$ cat src/rtl/equiv_pkg.sv
// Shared types, constants and the LFSR step function for the
// golden-vs-netlist equivalence sequencer.
package equiv_pkg;

  typedef enum logic [2:0] {
    IDLE    = 3'd0,
    RST_DUT = 3'd1,
    RST_CMP = 3'd2,
    RELEASE = 3'd3,
    APPLY   = 3'd4,
    SETTLE  = 3'd5,
    COMPARE = 3'd6,
    DONE    = 3'd7
  } state_t;

  // Galois taps for x^32+x^22+x^2+x+1
  localparam logic [31:0] LFSR_POLY = 32'h8020_0003;

  // Index recorded for a mismatch seen during the reset-state compare
  // (sliced down to the counter width by the user)
  localparam logic [63:0] CMP_RST_IDX = {64{1'b1}};

  // One right shift of the Galois LFSR; taps fold in when a 1 falls out
  function automatic logic [31:0] lfsr_next(input logic [31:0] cur);
    return (cur >> 1) ^ (cur[0] ? LFSR_POLY : 32'h0000_0000);
  endfunction

endpackage

$ cat src/rtl/equiv_lfsr.sv
// 32-bit stimulus LFSR: reloads its seed at run start and advances one
// step per applied vector.
module equiv_lfsr
  import equiv_pkg::*;
#(
  parameter logic [31:0] SEED = 32'h0000_0001
) (
  input  logic        clk,
  input  logic        rst,
  input  logic        load,
  input  logic        step,
  output logic [31:0] value
);

  logic [31:0] value_r;

  // Seed on reset or load, otherwise advance only when asked
  always_ff @(posedge clk or negedge rst) begin
    if (!rst) begin
      value_r <= SEED;
    end else if (load) begin
      value_r <= SEED;
    end else if (step) begin
      value_r <= lfsr_next(value_r);
    end else begin
      value_r <= value_r;
    end
  end

  assign value = value_r;

endmodule

$ cat src/rtl/equiv_check_sequencer.sv
// Sequencer that resets two DUT copies, checks their reset state, then
// streams LFSR vectors into both and compares their outputs after a
// settle delay, keeping pass/fail statistics for the run.
module equiv_check_sequencer
  import equiv_pkg::*;
#(
  parameter int unsigned DATA_W        = 32,
  parameter int unsigned NUM_VECTORS   = 1000,
  parameter int unsigned SETTLE_CYCLES = 2,
  parameter int unsigned RESET_CYCLES  = 2,
  parameter logic [31:0] LFSR_SEED     = 32'h0000_0001,
  parameter int unsigned CNT_W         = 16
) (
  input  logic              clk,
  input  logic              rst,
  input  logic              start,
  input  logic              abort,
  output logic              dut_rst,
  output logic [DATA_W-1:0] stim,
  input  logic [DATA_W-1:0] golden_out,
  input  logic [DATA_W-1:0] netlist_out,
  output logic              cmp_valid,
  output logic              cmp_match,
  output logic              busy,
  output logic              done,
  output logic              pass,
  output logic              aborted,
  output logic [CNT_W-1:0]  vec_cnt,
  output logic [CNT_W-1:0]  mismatch_cnt,
  output logic              first_fail_valid,
  output logic [CNT_W-1:0]  first_fail_idx
);

  localparam logic [CNT_W-1:0] CNT_MAX  = {CNT_W{1'b1}};
  localparam logic [CNT_W-1:0] CNT_ZERO = {CNT_W{1'b0}};
  localparam logic [CNT_W-1:0] CNT_ONE  = CNT_W'(32'd1);
  localparam logic [CNT_W-1:0] RST_IDX  = CMP_RST_IDX[CNT_W-1:0];

  state_t              state_r, state_step_s, state_s;
  logic [31:0]         wait_r, wait_s;
  logic [31:0]         vec_total_r, vec_total_s;
  logic [CNT_W-1:0]    vec_cnt_r, vec_cnt_s;
  logic [CNT_W-1:0]    mismatch_r, mismatch_s;
  logic                ffv_r, ffv_s;
  logic [CNT_W-1:0]    ffi_r, ffi_s;
  logic                pass_r, pass_step_s, pass_s;
  logic                aborted_r, aborted_step_s, aborted_s;
  logic [DATA_W-1:0]   stim_r, stim_s;
  logic                dut_rst_r, busy_r, done_r, cmp_valid_r;
  logic                dut_rst_s, busy_s, done_s, cmp_valid_s;
  logic                lfsr_load_s, lfsr_step_s, abort_hit_s, match_s;
  logic [31:0]         lfsr_value_s;

  equiv_lfsr #(.SEED(LFSR_SEED)) u_lfsr (
    .clk   (clk),
    .rst   (rst),
    .load  (lfsr_load_s),
    .step  (lfsr_step_s),
    .value (lfsr_value_s)
  );

  // Four-state exact equality: any X/Z difference is a mismatch
  assign match_s     = (golden_out === netlist_out);
  assign abort_hit_s = abort & busy_r;

  // Per-state sequencing, counters and compare bookkeeping
  always_comb begin
    state_step_s   = state_r;
    wait_s         = wait_r;
    vec_total_s    = vec_total_r;
    vec_cnt_s      = vec_cnt_r;
    mismatch_s     = mismatch_r;
    ffv_s          = ffv_r;
    ffi_s          = ffi_r;
    pass_step_s    = pass_r;
    aborted_step_s = aborted_r;
    stim_s         = stim_r;
    lfsr_load_s    = 1'b0;
    lfsr_step_s    = 1'b0;
    case (state_r)
      IDLE: begin
        stim_s = {DATA_W{1'b0}};
        if (start) begin
          state_step_s   = RST_DUT;
          wait_s         = RESET_CYCLES;
          vec_total_s    = 32'd0;
          vec_cnt_s      = CNT_ZERO;
          mismatch_s     = CNT_ZERO;
          ffv_s          = 1'b0;
          ffi_s          = CNT_ZERO;
          pass_step_s    = 1'b0;
          aborted_step_s = 1'b0;
          lfsr_load_s    = 1'b1;
        end else begin
          state_step_s = IDLE;
        end
      end
      RST_DUT: begin
        if (wait_r <= 32'd1) begin
          state_step_s = RST_CMP;
        end else begin
          wait_s = wait_r - 32'd1;
        end
      end
      RST_CMP: begin
        state_step_s = RELEASE;
        if (!match_s) begin
          mismatch_s = (mismatch_r != CNT_MAX) ? (mismatch_r + CNT_ONE) : mismatch_r;
          if (!ffv_r) begin
            ffv_s = 1'b1;
            ffi_s = RST_IDX;
          end else begin
            ffi_s = ffi_r;
          end
        end else begin
          mismatch_s = mismatch_r;
        end
      end
      RELEASE: begin
        state_step_s = APPLY;
      end
      APPLY: begin
        stim_s       = DATA_W'(lfsr_value_s);
        lfsr_step_s  = 1'b1;
        wait_s       = SETTLE_CYCLES;
        state_step_s = SETTLE;
      end
      SETTLE: begin
        if (wait_r <= 32'd1) begin
          state_step_s = COMPARE;
        end else begin
          wait_s = wait_r - 32'd1;
        end
      end
      COMPARE: begin
        vec_total_s = vec_total_r + 32'd1;
        vec_cnt_s   = vec_cnt_r + CNT_ONE;
        if (!match_s) begin
          mismatch_s = (mismatch_r != CNT_MAX) ? (mismatch_r + CNT_ONE) : mismatch_r;
          if (!ffv_r) begin
            ffv_s = 1'b1;
            ffi_s = vec_cnt_r;
          end else begin
            ffi_s = ffi_r;
          end
        end else begin
          mismatch_s = mismatch_r;
        end
        if (vec_total_s == NUM_VECTORS) begin
          state_step_s = DONE;
        end else begin
          state_step_s = APPLY;
        end
      end
      DONE: begin
        stim_s       = {DATA_W{1'b0}};
        state_step_s = IDLE;
      end
      default: begin
        state_step_s = IDLE;
      end
    endcase
  end

  // Abort override, run verdict and output decode for the next state
  always_comb begin
    if (abort_hit_s) begin
      state_s   = DONE;
      aborted_s = 1'b1;
    end else begin
      state_s   = state_step_s;
      aborted_s = aborted_step_s;
    end
    if (state_s == DONE) begin
      pass_s = (mismatch_s == CNT_ZERO) && !aborted_s;
    end else begin
      pass_s = pass_step_s;
    end
    dut_rst_s   = (state_s == IDLE) || (state_s == RST_DUT) ||
                  (state_s == RST_CMP) || (state_s == DONE);
    busy_s      = (state_s != IDLE) && (state_s != DONE);
    done_s      = (state_s == DONE);
    cmp_valid_s = (state_s == RST_CMP) || (state_s == COMPARE);
  end

  // State, statistics and registered outputs
  always_ff @(posedge clk or negedge rst) begin
    if (!rst) begin
      state_r     <= IDLE;
      wait_r      <= 32'd0;
      vec_total_r <= 32'd0;
      vec_cnt_r   <= CNT_ZERO;
      mismatch_r  <= CNT_ZERO;
      ffv_r       <= 1'b0;
      ffi_r       <= CNT_ZERO;
      pass_r      <= 1'b0;
      aborted_r   <= 1'b0;
      stim_r      <= {DATA_W{1'b0}};
      dut_rst_r   <= 1'b1;
      busy_r      <= 1'b0;
      done_r      <= 1'b0;
      cmp_valid_r <= 1'b0;
    end else begin
      state_r     <= state_s;
      wait_r      <= wait_s;
      vec_total_r <= vec_total_s;
      vec_cnt_r   <= vec_cnt_s;
      mismatch_r  <= mismatch_s;
      ffv_r       <= ffv_s;
      ffi_r       <= ffi_s;
      pass_r      <= pass_s;
      aborted_r   <= aborted_s;
      stim_r      <= stim_s;
      dut_rst_r   <= dut_rst_s;
      busy_r      <= busy_s;
      done_r      <= done_s;
      cmp_valid_r <= cmp_valid_s;
    end
  end

  assign dut_rst          = dut_rst_r;
  assign stim             = stim_r;
  assign cmp_valid        = cmp_valid_r;
  assign cmp_match        = cmp_valid_r & match_s;
  assign busy             = busy_r;
  assign done             = done_r;
  assign pass             = pass_r;
  assign aborted          = aborted_r;
  assign vec_cnt          = vec_cnt_r;
  assign mismatch_cnt     = mismatch_r;
  assign first_fail_valid = ffv_r;
  assign first_fail_idx   = ffi_r;

endmodule
$ cat config.mk
export PLATFORM = sky130hd
export DESIGN_NAME = equiv_check_sequencer
export DESIGN_NICKNAME = d
export VERILOG_FILES = /design/src/rtl/equiv_pkg.sv /design/src/rtl/equiv_lfsr.sv /design/src/rtl/equiv_check_sequencer.sv
export SDC_FILE = /design/constraint.sdc
export NUM_CORES = 1
export LEC_CHECK = 0
export BUFFER_PORTS_ARGS = -buffer_cell sky130_fd_sc_hd__buf_2
export CAP_MARGIN = 40
export CORE_ASPECT_RATIO = 0.5
export CORE_MARGIN = 3
export CORE_UTILIZATION = 59
export CTS_BUF_LIST = sky130_fd_sc_hd__clkbuf_2
export DETAILED_ROUTE_END_ITERATION = 16
export PLACE_DENSITY = 0.9
export SLEW_MARGIN = 0
export SYNTH_ARGS = -nofsm -noshare
export SYNTH_HDL_FRONTEND = slang
export SYNTH_SLANG_ARGS = --single-unit
$ cat constraint.sdc
create_clock -name clk -period 3.4 [get_ports clk]
set_input_delay 0.17 -clock clk [delete_from_list [all_inputs] [get_ports clk]]
set_output_delay 0.17 -clock clk [all_outputs]
set_load 0.01 [all_outputs]
==> results_dict.tcl <==
set metrics [dict create \
    final_layout_size_suffix_gt1_share_pct 21.88 \
    fp.coreArea_um2 14970 \
    cts_sinks 186 \
    finalHoldViolCount 0 \
    power_mw 7.252 \
    seq_area_um2 4663 \
    totalWireLength_um 23930 \
    avgViaCountPerCell 6.308 \
    crit_slowest_cell "or3_2" \
    synth.most_common_cell "dfrtp_1" \
    nNetsFinal 1212 \
    synth_edf_count 0 \
    syn_inst 989 \
    synth-seq-cells 186 \
    hold_path.class "input pin to flop" \
    p_per_area_nw_per_um2 673.8 \
    multiInputGateArea_um2 4456 \
    vias 8522 \
    start_kind "flop" \
    syn_area_um2 9358 \
    synth_area_leaders "dfrtp_1 49%, a22o_1 5.7%, o21ai_0 5.7%" \
    finClkSkew_ns 0.05510 \
    relSlewSlack_pct 46.77 \
    slew_violations 0 \
    grt_overflow_total 0 \
    antenna_found_initial 1 \
    drt-initial-drc-count 844 \
    portBuffers 155 \
    grt_pass1_vias 8115 \
    ys_warn_count 0 \
    clockBufferDepth 2 \
    avgSynthCellArea_um2 9.462 \
    dp_cells 1313 \
    crit_buf_inv 0 \
    ir_worst_vdd_mv 0.3579 \
    worst-setup-path-type "flop to flop" \
    yosysSeqAreaShare_pct 49.77 \
    synth_top_cells_by_count "184 x dfrtp_1, 106 x nand2_1, 106 x o21ai_0, 98 x nor2_1, 61 x a22o_1" \
    ioPinCount 156 \
    drt_pass1_iterations 6 \
    worst_pin_slew_ns 0.7912 \
    clk_pin_slew_ns 0.31 \
    synthFlopType "dfrtp_1" \
    drtAntennaViolNets 0 \
    cts_htree_levels 4 \
    status "completed" \
    grt_pass1_wl_um 39080 \
    numCtsBuffers 17 \
    cp.required_ns 4.09 \
    drc 0 \
    synth_cell_types 72 \
    worstHoldStart "golden_out[23]" \
    post_drt_wl_per_cell_um 17.71 \
    synthArstFlopShare_pct 100.0 \
    detailed_place_hpwl_um 16590 \
    arrival_ns 3.90 \
    syn2layout_area_growth_pct 15.02 \
    die_area_um2 17500 \
    critical_path_peak_fanout 8 \
    cts_tree "done" \
    p_leak_nw 5.002 \
    final_cells 1351 \
    die_y_um 95.05 \
    max_freq_mhz 311.0 \
    hold_slack_ns 0.04963 \
    path_cells "ha_2, nand3_2, or3_2, mux2i_1, nor4_2, nand4_1, or4_4, o21ai_4, nor2_1, a31o_1" \
    crit_path_end_kind "flop" \
    num_rows 31 \
    setup_viol 0 \
    cts-root-buf "clkbuf_2" \
    clock_latency_ns 0.75 \
    grt_max_degree 80 \
    post_cts_buffers 0 \
    period_needed_ns 3.215 \
    start_util_pct 62.50 \
    globalplace.congestion 0.9431 \
    crit_family "simple AND/OR/NAND/NOR gates" \
    cp_slowest_stage_delay_ns 0.56 \
    syn_nets 1062 \
    min_period_over_period_pct 94.56 \
    synth_top_area_share_pct 49.20 \
    synth_top_area_cell "dfrtp_1" \
    startpoint "vec_total_r[1]$_DFFE_PN0P_" \
    grt_use_total_pct 27.34 \
    r2r-start "vec_total_r[1]$_DFFE_PN0P_" \
    fill_cells 1097 \
    die_w_um 184.1 \
    cap_violations 0 \
]
-- layer usage --
layer  part of all wire, %  global-route usage, %  vias to the layer above
li1                      -                      -                     3909
met1                    42                  36.35                     4091
met2                    47                  46.25                      457
met3                   8.6                  6.174                       65
met4                   2.2                  7.228                        0
met5                     0                      0                        -
-- power breakdown --
group,switching (mW),internal [mW],leakage (nW)
combinational,1.77,1.07,2.33
sequential,0.542,2.74,2.52
clock,0.878,0.255,0.146
total,3.19,4.06,5.00
-- area by class of cell --
cell class	instances	share of cell area (%)
tap	198	2.302
clock inverter	15	1.593
sequential	186	43.33
inverter	16	0.5580
clock buffer	17	0.7905
timing repair buffer	187	10.01
antenna	1	0.02325
multi-input combinational	731	41.40
-- state kept, by name, summed over array words and instances (netlist names) --
register,cells
stim,32
u_lfsr.value,32
vec_total_r,32
wait_r,32
first_fail_idx,16
mismatch_cnt,16
vec_cnt,16
state_r,3
aborted,1
busy,1
cmp_valid,1
done,1
dut_rst,1
first_fail_valid,1
pass,1
-- cells in the final DEF (no fill, tap or decap), types with 4 or more instances in the layout --
cell type	synthesis	layout
dfrtp_1	184	179
buf_2	3	154
nand2_1	106	106
o21ai_0	106	105
nor2_1	98	95
a22o_1	61	61
xnor2_1	54	54
nand3_1	44	43
nor3_1	28	27
nand4_1	26	26
buf_4	1	25
nor4_1	26	24
a21oi_1	17	17
xor2_1	17	17
clkbuf_2	1	17
and3_1	16	16
inv_1	15	15
a31oi_1	13	13
o31ai_1	12	12
mux2i_1	8	8
or4_1	8	8
nand2b_1	7	7
o41ai_1	5	5
o211ai_1	5	5
or3_1	5	5
inv_8	0	5
dfrtp_2	0	5
and2_1	4	4
o311ai_0	4	4
ha_1	5	4
dlygate4sd3_1	0	4
-- worst min-delay path: stages --
cell,delay [ns]
buf_2,0.08
xnor2_1,0.05
nand4_1,0.06
nor4_1,0.06
nand2_1,0.12
a221oi_1,0.12
o21ai_0,0.11
-- path summary, 6_finish.rpt --
path	end	slack (ns)	depth (start not counted)
worst max-delay path	pass$_DFFE_PN0P_	0.18	10
worst min-delay path	mismatch_cnt[6]$_DFF_PN0_	0.05	7
worst max register to register	pass$_DFFE_PN0P_	0.18	10
worst min register to register	first_fail_idx[13]$_DFFE_PN0P_	0.52	2
max in group asynchronous	vec_total_r[27]$_DFFE_PN0P_	2.47	4
min in group asynchronous	u_lfsr.value[0]$_DFFE_PN1P_	0.49	3
-- repair_timing --
item,CTS,global route
gates resized for setup,0,11
setup endpoints to repair,0,11
hold endpoints to repair,186,0
hold buffers,5,0
-- through the flow --
stage               setup slack, ns  util [%]  TNS [ns]  instance area, um2
finish                       0.1848     71.89         0               10760
global route               -0.06888     71.89  -0.06964               10760
CTS                       0.0002074     71.62         0               10720
detailed placement           0.1150     69.46         0               10400
global placement             0.2223     69.46         0               10400
floorplan                    0.3804         -         0                9358
-- cell families after synthesis --
kind of cell             Yosys count  synth area share, %
XOR/XNOR                          71                6.645
flip-flops                       186                49.77
adder cells (fa/ha/maj)            5               0.6685
AO/OA/AOI/OAI                    251                17.98
multiplexers                      11                1.217
AND/OR/NAND/NOR                  393                20.66
buffers and inverters             72                3.062
No activity file was read; power rests on OpenSTA's default activity.
